<file path="src/rtl/sdp_pkg.sv">
// sdp_pkg
//  Shared types and helpers for the sdp_1 read-side burst sequencer.
//  state_t : sequencer FSM states (IDLE / ISSUE / DRAIN)
//  rd_lat  : BRAM read latency in cycles for a given output pipe depth
package sdp_pkg;

    typedef enum logic [1:0] {
        IDLE  = 2'd0,
        ISSUE = 2'd1,
        DRAIN = 2'd2
    } state_t;

    // One cycle for the BRAM array read plus one per output pipe register.
    function automatic int rd_lat(input int pipe_depth);
        return pipe_depth + 1;
    endfunction

endpackage

</file>
<file path="src/rtl/sdp_rd_skid_fifo.sv">
// sdp_rd_skid_fifo
//  Small register FIFO that absorbs BRAM read data while the stream
//  consumer applies backpressure. The head entry is presented
//  combinationally on dout; count is registered.
// Ports
//  clk, rst   clock and asynchronous active-high reset
//  push, din  write request and data (ignored when full without a pop)
//  pop        read request; removes the head entry when not empty
//  dout       head entry
//  count      current number of stored entries (0..DEPTH)
module sdp_rd_skid_fifo #(
    parameter int WIDTH = 33,
    parameter int DEPTH = 4
) (
    input  logic                         clk,
    input  logic                         rst,
    input  logic                         push,
    input  logic [WIDTH-1:0]             din,
    input  logic                         pop,
    output logic [WIDTH-1:0]             dout,
    output logic [$clog2(DEPTH+1)-1:0]   count
);

    localparam int CW = $clog2(DEPTH + 1);
    localparam int PW = (DEPTH > 1) ? $clog2(DEPTH) : 1;

    logic [WIDTH-1:0] mem [DEPTH];
    logic [PW-1:0]    wr_ptr;
    logic [PW-1:0]    rd_ptr;
    logic             empty;
    logic             full;
    logic             do_push;
    logic             do_pop;

    // Pointers wrap explicitly so DEPTH need not be a power of two.
    function automatic logic [PW-1:0] ptr_inc(input logic [PW-1:0] p);
        return (p == PW'(DEPTH - 1)) ? '0 : p + PW'(1);
    endfunction

    assign empty   = (count == '0);
    assign full    = (count == CW'(DEPTH));
    assign do_pop  = pop && !empty;
    // A push into a full FIFO is fine when the head leaves in the same cycle:
    // the write lands in the slot being vacated.
    assign do_push = push && (!full || do_pop);
    assign dout    = mem[rd_ptr];

    always_ff @(posedge clk or posedge rst) begin
        if (rst) begin
            wr_ptr <= '0;
            rd_ptr <= '0;
            count  <= '0;
            for (int i = 0; i < DEPTH; i++) begin
                mem[i] <= '0;
            end
        end else begin
            if (do_push) begin
                mem[wr_ptr] <= din;
                wr_ptr      <= ptr_inc(wr_ptr);
            end
            if (do_pop) begin
                rd_ptr <= ptr_inc(rd_ptr);
            end
            case ({do_push, do_pop})
                2'b10:   count <= count + CW'(1);
                2'b01:   count <= count - CW'(1);
                default: count <= count;
            endcase
        end
    end

    // The upstream credit scheme must never let a push hit a full FIFO
    // without a simultaneous pop.
    overflow_chk : assert property (@(posedge clk) disable iff (rst)
        !(push && full && !do_pop));

endmodule

</file>
<file path="src/rtl/sdp_burst_reader.sv">
// sdp_burst_reader
//  Read-side sequencer for the sdp_1 simple-dual-port BRAM. Accepts a burst
//  command (base, len), issues one read per cycle with address wrap, tracks
//  the fixed BRAM read latency with a tag shift register and delivers the
//  data as a valid/ready stream with a last flag. A credit limit keeps the
//  non-stallable BRAM read pipe from ever overrunning the skid FIFO.
// Ports
//  clk, rst                    clock, asynchronous active-high reset
//  cmd_valid/cmd_ready         burst command handshake (ready only in IDLE)
//  cmd_base, cmd_len           first address, beat count (0..DEPTH)
//  enb, addrb, doutb           BRAM read port
//  m_valid/m_ready             output stream handshake
//  m_data, m_last              stream beat and end-of-burst flag
//  busy                        high outside IDLE
//  done                        one-cycle pulse after the burst completes
module sdp_burst_reader
    import sdp_pkg::*;
#(
    parameter int ADDR_WIDTH = 10,
    parameter int DATA_WIDTH = 32,
    parameter int PIPE_DEPTH = 1,
    parameter int SKID_DEPTH = 4
) (
    input  logic                  clk,
    input  logic                  rst,
    input  logic                  cmd_valid,
    output logic                  cmd_ready,
    input  logic [ADDR_WIDTH-1:0] cmd_base,
    input  logic [ADDR_WIDTH:0]   cmd_len,
    output logic                  enb,
    output logic [ADDR_WIDTH-1:0] addrb,
    input  logic [DATA_WIDTH-1:0] doutb,
    output logic                  m_valid,
    input  logic                  m_ready,
    output logic [DATA_WIDTH-1:0] m_data,
    output logic                  m_last,
    output logic                  busy,
    output logic                  done
);

    localparam int RD_LAT = rd_lat(PIPE_DEPTH);
    localparam int LW     = ADDR_WIDTH + 1;
    localparam int CW     = $clog2(SKID_DEPTH + 1);

    state_t                state;
    state_t                state_n;
    logic [ADDR_WIDTH-1:0] cur;
    logic [LW-1:0]         remaining;
    logic                  enb_last;
    logic [RD_LAT-1:0]     tag_valid;
    logic [RD_LAT-1:0]     tag_last;
    logic [CW-1:0]         inflight;
    logic [CW-1:0]         fifo_count;
    logic [DATA_WIDTH:0]   fifo_dout;
    logic                  fifo_push;
    logic                  pop;
    logic                  cmd_fire;
    logic                  credit_ok;
    logic                  issue_go;
    logic                  issue_start;
    logic                  issue_last;
    logic [ADDR_WIDTH-1:0] issue_addr;
    logic [LW-1:0]         issue_rem;

    assign cmd_fire  = cmd_valid && cmd_ready;
    assign busy      = (state != IDLE);
    assign fifo_push = tag_valid[RD_LAT-1];
    assign m_valid   = (fifo_count != '0);
    assign m_data    = m_valid ? fifo_dout[DATA_WIDTH-1:0] : '0;
    assign m_last    = m_valid && fifo_dout[DATA_WIDTH];
    assign pop       = m_valid && m_ready;

    // Reads already issued plus beats parked in the FIFO may never exceed
    // the FIFO size, because returning BRAM data cannot be held back.
    assign credit_ok = ({1'b0, inflight} + {1'b0, fifo_count}) < (CW + 1)'(SKID_DEPTH);

    // The first read is issued on the command handshake edge itself, so the
    // address source is the command in IDLE and the running counter later.
    always_comb begin
        issue_go    = 1'b0;
        issue_start = 1'b0;
        issue_addr  = cur;
        issue_rem   = remaining;
        state_n     = state;
        case (state)
            IDLE: begin
                if (cmd_fire && (cmd_len != '0)) begin
                    issue_start = 1'b1;
                    issue_addr  = cmd_base;
                    issue_rem   = cmd_len;
                    issue_go    = credit_ok;
                    state_n     = ISSUE;
                end
            end
            ISSUE: begin
                issue_go = credit_ok;
            end
            DRAIN: begin
                if (pop && m_last) begin
                    state_n = IDLE;
                end
            end
            default: state_n = IDLE;
        endcase
        issue_last = issue_go && (issue_rem == LW'(1));
        if (issue_last) begin
            state_n = DRAIN;
        end
    end

    always_ff @(posedge clk or posedge rst) begin
        if (rst) begin
            state     <= IDLE;
            cmd_ready <= 1'b0;
            done      <= 1'b0;
            enb       <= 1'b0;
            enb_last  <= 1'b0;
            addrb     <= '0;
            cur       <= '0;
            remaining <= '0;
        end else begin
            state     <= state_n;
            cmd_ready <= (state_n == IDLE);
            done      <= ((state == IDLE) && cmd_fire && (cmd_len == '0)) ||
                         ((state == DRAIN) && pop && m_last);
            enb       <= issue_go;
            enb_last  <= issue_last;
            if (issue_go) begin
                addrb     <= issue_addr;
                cur       <= issue_addr + ADDR_WIDTH'(1);
                remaining <= issue_rem - LW'(1);
            end else if (issue_start) begin
                cur       <= cmd_base;
                remaining <= cmd_len;
            end
        end
    end

    // Tag pipe: a read enabled in cycle C has its data on doutb in cycle
    // C+RD_LAT, which is exactly when its tag reaches the top bit.
    always_ff @(posedge clk or posedge rst) begin
        if (rst) begin
            tag_valid <= '0;
            tag_last  <= '0;
        end else begin
            tag_valid <= (tag_valid << 1) | RD_LAT'(enb);
            tag_last  <= (tag_last << 1) | RD_LAT'(enb && enb_last);
        end
    end

    // inflight counts reads whose data has not yet entered the FIFO.
    always_ff @(posedge clk or posedge rst) begin
        if (rst) begin
            inflight <= '0;
        end else begin
            case ({issue_go, fifo_push})
                2'b10:   inflight <= inflight + CW'(1);
                2'b01:   inflight <= inflight - CW'(1);
                default: inflight <= inflight;
            endcase
        end
    end

    sdp_rd_skid_fifo #(
        .WIDTH (DATA_WIDTH + 1),
        .DEPTH (SKID_DEPTH)
    ) u_skid (
        .clk   (clk),
        .rst   (rst),
        .push  (fifo_push),
        .din   ({tag_last[RD_LAT-1], doutb}),
        .pop   (pop),
        .dout  (fifo_dout),
        .count (fifo_count)
    );

endmodule

</file>
<file path="config.mk">
export PLATFORM = sky130hd
export DESIGN_NAME = sdp_burst_reader
export DESIGN_NICKNAME = d
export VERILOG_FILES = /design/src/rtl/sdp_pkg.sv /design/src/rtl/sdp_rd_skid_fifo.sv /design/src/rtl/sdp_burst_reader.sv
export SDC_FILE = /design/constraint.sdc
export NUM_CORES = 1
export LEC_CHECK = 0
export ABC_AREA = 1
export CAP_MARGIN = 20
export CORE_UTILIZATION = 40
export CTS_BUF_LIST = sky130_fd_sc_hd__clkbuf_16
export CTS_CLUSTER_DIAMETER = 50
export CTS_CLUSTER_SIZE = 10
export DETAILED_ROUTE_END_ITERATION = 12
export PLACE_DENSITY = 0.59
export SLEW_MARGIN = 20
export SYNTH_ARGS = -nofsm -noshare
export SYNTH_HDL_FRONTEND = slang
export SYNTH_SLANG_ARGS = --single-unit
export TNS_END_PERCENT = 20
</file>
<file path="constraint.sdc">
create_clock -name clk -period 6.9 [get_ports clk]
set_input_delay 1.38 -clock clk [delete_from_list [all_inputs] [get_ports clk]]
set_output_delay 1.38 -clock clk [all_outputs]
set_load 0.01 [all_outputs]
</file>
Yosys cells after proc, flatten, opt, wreduce, memory -nomap -nowiden
Index checks and enable logic that the tools add are counted.
{"block": "word_totals", "input_bits": 57, "register_bits": 183, "n_memories": 0, "ram_bits": 0, "word_cells": 100, "latch_bits": 0, "mem_bits_ro": 0, "out_inout_bits": 48}
{"block": "classes", "n_div": 0, "reduce_logical": 28, "bitwise_logic": 4, "n_mul": 0, "n_lt_le_gt_ge": 4, "n_eq_ne": 10, "shifts": 0, "n_addsub": 9, "muxes": 27}
{"op": "$bwmux 132", "count": 1}
{"op": "$mux 33", "count": 3}
{"op": "$bmux 33 s2", "count": 1}
{"op": "$demux 33 s2", "count": 1}
{"op": "$mux 11", "count": 4}
{"op": "$mux 10", "count": 4}
{"op": "$mux 32", "count": 1}
{"op": "$logic_and 1x1->1", "count": 14}
{"op": "$pmux 3 s2", "count": 2}
{"op": "$eq 11x1->1 const B", "count": 1}
{"op": "$logic_not 11->1", "count": 1}
{"op": "$reduce_bool 11->1", "count": 1}
{"op": "$sub 11x1->11 const B", "count": 1}
{"op": "$add 10x1->10 const B", "count": 1}
{"op": "$eq 2x2->1 const B", "count": 5}
{"op": "$mux 2", "count": 5}
{"op": "$reduce_bool 2->1", "count": 4}
{"op": "$add 3x1->3 const B", "count": 2}
{"op": "$eq 2x1->1 const B", "count": 3}
{"op": "$ge 3x3->1 const B", "count": 2}
{"op": "$not 2->3", "count": 2}
{"op": "$pmux 2 s3", "count": 1}
{"op": "$sub 3x1->3 const B", "count": 2}
{"op": "$add 2x1->2 const B", "count": 2}
{"op": "12 further kinds", "count": 18}

Logic depth before layout (Yosys ltp)
{"block": "depth", "ltp_word": 10, "ltp_mapped": 16, "ltp_nobuf": 15}

By module
From an unflattened synthesis, not the netlist that was laid out.
{"block": "hier_totals", "cells_unflattened": 1202, "hier_area_um2": 9507.9}
{"mod": "sdp_rd_skid_fifo", "area_each_um2": 6754.0, "seq_area_each_um2": 3478.3, "instances": 1, "cells_per_inst": 824}
{"mod": "sdp_burst_reader", "area_each_um2": 2753.9, "seq_area_each_um2": 1101.1, "instances": 1, "cells_per_inst": 378}

Worst setup path before layout
OpenSTA, ideal clock, no wires.
{"block": "synth_timing", "kind": "input port to flip-flop", "start": "input port cmd_len[5]", "end": "register inflight[2]", "arrival_time_ps": 3398, "n_path_buf": 2, "stages": 15, "setup_time_ps": 124, "required_ps": 6776, "path_slack_ps": 3377, "cell_sequence": "inv_1 > nand2_1 > nor2_2 > nand2_4 > nand2_2 > buf_6 > a21oi_4 > inv_1 > clkbuf_1 > ha_1 > inv_1 > fa_1 > a21oi_1 > o21ai_0 > xnor2_1"}
{"block": "synth_between", "elab_chain_cells": 6, "word_cells_on_any_way": 8, "classes_between": "eq/ne (2); mux (3); reduce/logical (3)"}
{"item": "start: declaration", "line": "sdp_burst_reader.sv:29", "text": "input logic [ADDR_WIDTH:0] cmd_len,"}
{"item": "$reduce_bool 11->1 *", "line": "sdp_burst_reader.sv:87", "text": "if (cmd_fire && (cmd_len != '0)) begin"}
{"item": "$logic_and 1x1->1 *", "line": "sdp_burst_reader.sv:87"}
{"item": "$mux 1 *", "line": "sdp_burst_reader.sv:87"}
{"item": "$pmux 1 s2 *", "line": "sdp_burst_reader.sv:85", "text": "case (state)"}
{"item": "$eq 2x1->1 or $eq 2x2->1 (tied branches)", "line": "sdp_burst_reader.sv:156", "text": "case ({issue_go, fifo_push})"}
{"item": "$pmux 3 s2 or $reduce_bool 2->1 (tied branches)"}
{"item": "end signal: assignment", "line": "sdp_burst_reader.sv:157", "text": "2'b10: inflight <= inflight + CW'(1);"}
{"item": "end signal: assignment", "line": "sdp_burst_reader.sv:158", "text": "2'b01: inflight <= inflight - CW'(1);"}
{"item": "end signal: assignment", "line": "sdp_burst_reader.sv:159", "text": "default: inflight <= inflight;"}
{"item": "end: declaration", "line": "sdp_burst_reader.sv:52", "text": "logic [CW-1:0] inflight;"}
Every way passes the cells marked *; elsewhere a longest branch is shown, timed or not.
A chain may end at the register's enable or synchronous reset.

Final worst setup path
{"block": "layout_timing", "start": "input port cmd_len[3]", "end": "register inflight[2]"}
Same word-level chain as after synthesis.

==> run_results.csv <==
group,metric,value,unit
logic_synthesis,synth-seq-cells,183,
finish,nNetsFinal,1106,
die,die_w,150,um
setup_path,end_kind,"flip-flop",
logic_synthesis,netlist_top_cells_area,"dfrtp_1 53%, o21ai_0 8.7%, mux2_2 8.5%",
setup_path,start_kind,"input port",
logic_synthesis,synth_top_family_by_area,"compound AO/OA/AOI/OAI gates",
finish,final_util,0.497,
sta,fmax,0.235,GHz
clock_tree,clk_latency,0.43,ns
power_and_ir_drop,p_leak,4.69,nW
die,placementRows,53,
logic_synthesis,synth_edf_count,0,
finish,drive_gt1_frac,0.130,
logic_synthesis,netlist_area,8720,um^2
logic_synthesis,synthXorXnorAreaFrac,0.0161,
routing,totalWireLength,19.2,mm
logic_synthesis,synth_warnings,0,
grt,grt_max_degree,71,
grt,grt_pass1_wl,32.1,mm
logic_synthesis,synth-seq-area-share,0.525,
setup_path,crit_top_cell,"inv_1",
routing,via_per_inst,4.89,
routing,drt-wirelength-per-cell,14.5,um
finish,diodes,0,
die,core-area,21200,um^2
routing,drc,0,
setup_path,worstSetupPathType,"input port to flip-flop",
grt,grt_pass1_vias,6318,
setup_path,startpoint,"cmd_len[3]",
min_path,holdCritStartpoint,"tag_last[0]$_DFF_PP0_",
clock_tree,htreeDepth,4,
setup_path,crit_family,"buffers and inverters",
routing,ant_nets,0,
logic_synthesis,avgSynthCellArea,9.16,um^2
sta,final_max_slew_viol_count,0,
sta,worstMarginPinSlew,0.883,ns
setup_path,critPathSlowestCell,"inv_1",
sta,fin_crit_sh,0.618,
logic_synthesis,muxShareOfSynthArea,0.0853,
clock_tree,hold_buffers,0,
die,io_pins,105,
clock_tree,path_clk_slew,0.07,ns
sta,setup_violations,0,
flow_run,max_cap_viol_count,0,
finish,syn_to_final_growth,21.1,%
place,io_buffer_count,104,
place,gp_congestion,0.779,
logic_synthesis,synthFlopType,"dfrtp_1",
sta,setup_ws,2.64,ns
routing,vias,6465,
setup_path,cp_num_buf_inv,3,
place,dp_hpwl,11.9,mm
sta,fin_tns_setup,0,ns
logic_synthesis,yosysTopAreaCell,"dfrtp_1",
die,dieArea,22400,um^2
logic_synthesis,synth-simple-area-share,0.109,
die,die_y,150,um
routing,first_iter_violations,377,
place,dp_slack,2.19,ns
logic_synthesis,synth_fp_nets,1023,
sta,rsz0062_at_grt,"no",
setup_path,r2r-start,"state[0]$_DFF_PP0_",
logic_synthesis,synth_compound_area_frac,0.160,
die,start_util,0.411,
power_and_ir_drop,ir_drop,0.267,mV
sta,fin_crit,4.26,ns
setup_path,critPathArrivalTime,4.57,ns
sta,relSlewSlack,0.411,
sta,skew,0.0163,ns
clock_tree,cts_max_path_buffers,2,
clock_tree,postCtsSetupBuffers,0,
clock_tree,cts.sinks,183,
grt,grt_antenna_before_repair,0,
setup_path,cpPeakStageDelay,0.53,ns
min_path,min_path_type,"flip-flop to flip-flop",
setup_path,worstPathCellList,"clkdlybuf4s50_1 > nor2_1 > nand2_1 > nor2_4 > nand2_4 > nand2_2 > a21oi_4 > inv_1 > ha_1 > inv_1 > fa_1 > a21oi_1 > o21ai_0 > xnor2_1",
clock_tree,cts_tree,"done",
logic_synthesis,ys_types,38,
grt,grt_use_total,0.184,
status,status,"completed",
sta,hold_viol,0,
setup_path,crit_required,7.20,ns
routing,drt-pass1-iter-count,5,
logic_synthesis,synth.top_cell.area_share,0.525,
logic_synthesis,synthArstFlopShare,1.00,
setup_path,cp_max_fo,29,
clock_tree,cts_made_buffers,17,
logic_synthesis,synthAdderAreaFrac,0.0218,
grt,overflow,0,
logic_synthesis,synthCells,952,
power_and_ir_drop,p_per_area,472,nW/um^2
clock_tree,root_buffer,"clkbuf_16",
clock_tree,cts_resized,0,
-- power breakdown --
| group | internal [W] | leakage, nW | total (W) | switching, W |
|---|---|---|---|---|
| logic | 0.00105 | 2.22 | 0.00231 | 0.00126 |
| clock network | 0.000498 | 0.265 | 0.000921 | 0.000423 |
| registers | 0.00157 | 2.20 | 0.00176 | 0.000186 |
-- registers in the layout (all words and copies together) (netlist names), 3 cells and up --
signal and count:
remaining 11, addrb 10, u_skid.count 3, u_skid.mem 132
inflight 3, cur 10
-- final cells by class --
cell class                 count  area, um^2
inverter                     134         509
sequential                   183        4580
clock inverter                15         130
multi-input combinational    585        3450
timing repair buffer         114        1120
tap                          275         344
clock buffer                  17         425
fill                        2011       10700
-- layer usage --
layer	vias to the layer above	track usage	wire length, um
li1	3250	-	-
met3	12	0.0402	894
met4	0	0.0607	231
met5	-	0	0
met2	122	0.296	8940
met1	3081	0.247	9130
-- cells in the mapped netlist, drive strengths merged (6+ instances only) --
| cell type | n |
|---|---|
| clkbuf | 32 |
| xor2 | 11 |
| mux2 | 66 |
| buf | 18 |
| o21ai | 160 |
| ha | 12 |
| a21oi | 104 |
| dfrtp | 183 |
| nand4 | 6 |
| nor2 | 31 |
| nand2 | 160 |
| nand3 | 17 |
| inv | 132 |
-- logic make-up (layout without fill, tap and decap cells) --
family          count (synthesis)  in the layout
compound gates                269            269
xor+xnor                       16             16
buf+inv                       184            280
mux                            66             66
simple gates                  220            220
flops                         183            183
fa+ha+maj                      14             14
-- path summary, 6_finish.rpt --
check                                               endpoint  depth (start not counted)  slack, ns
worst min-delay path                   tag_last[1]$_DFF_PP0_                          0       0.35
worst max-delay path                 inflight[2]$_DFFE_PP0P_                         14       2.64
worst max register to register       inflight[1]$_DFFE_PP0P_                          9       3.75
worst min register to register         tag_last[1]$_DFF_PP0_                          0       0.35
max in group asynchronous       u_skid.rd_ptr[0]$_DFFE_PP0P_                          3       4.22
min in group asynchronous         u_skid.mem[38]$_DFFE_PP0P_                          2       1.43
-- cell usage in the layout, fill, tap and decap left out, types with 2 or more instances in the layout --
master           synthesis  routed
clkinv_4                 0       3
a31oi_1                  2       2
nand4_1                  5       5
nand3_1                 17      17
mux2_2                  66      66
a21oi_4                  2       2
nor2_4                   1       5
clkinvlp_4               0       4
xor2_1                  11      11
o21ai_0                152     152
nor2_2                   6       6
fa_1                     2       2
inv_1                  131     130
nand2_2                  5       5
inv_6                    0       4
buf_4                    1      10
dfrtp_1                183     182
xnor2_1                  5       5
clkinv_2                 0       3
nor2_1                  23      19
clkbuf_16                0      17
ha_1                    12      12
clkinv_1                 2       3
nand2_1                154     154
a21oi_1                102     102
o21ai_2                  3       3
o21ai_1                  5       5
o21a_1                   2       2
clkdlybuf4s50_1          0     104
-- metrics by stage --
step	hold slack (ns)	area (um^2)	cells	total power, W
floorplan	0.331	8720	952	0.00323
global placement	0.332	9990	1291	0.00406
detailed placement	0.335	9990	1291	0.00410
CTS	0.350	10600	1323	0.00505
global route	0.359	10600	1323	0.00542
finish	0.348	10600	1323	0.00498
-- worst register-to-register path, delay by kind of cell (launching register included) --
| kind | cells | cell delay [ns] |
|---|---|---|
| simple gates | 3 | 0.76 |
| compound gates | 2 | 0.65 |
| flops | 1 | 0.41 |
| buf+inv | 2 | 0.52 |
| fa+ha+maj | 2 | 0.72 |
No activity file was read; power rests on OpenSTA's default activity.
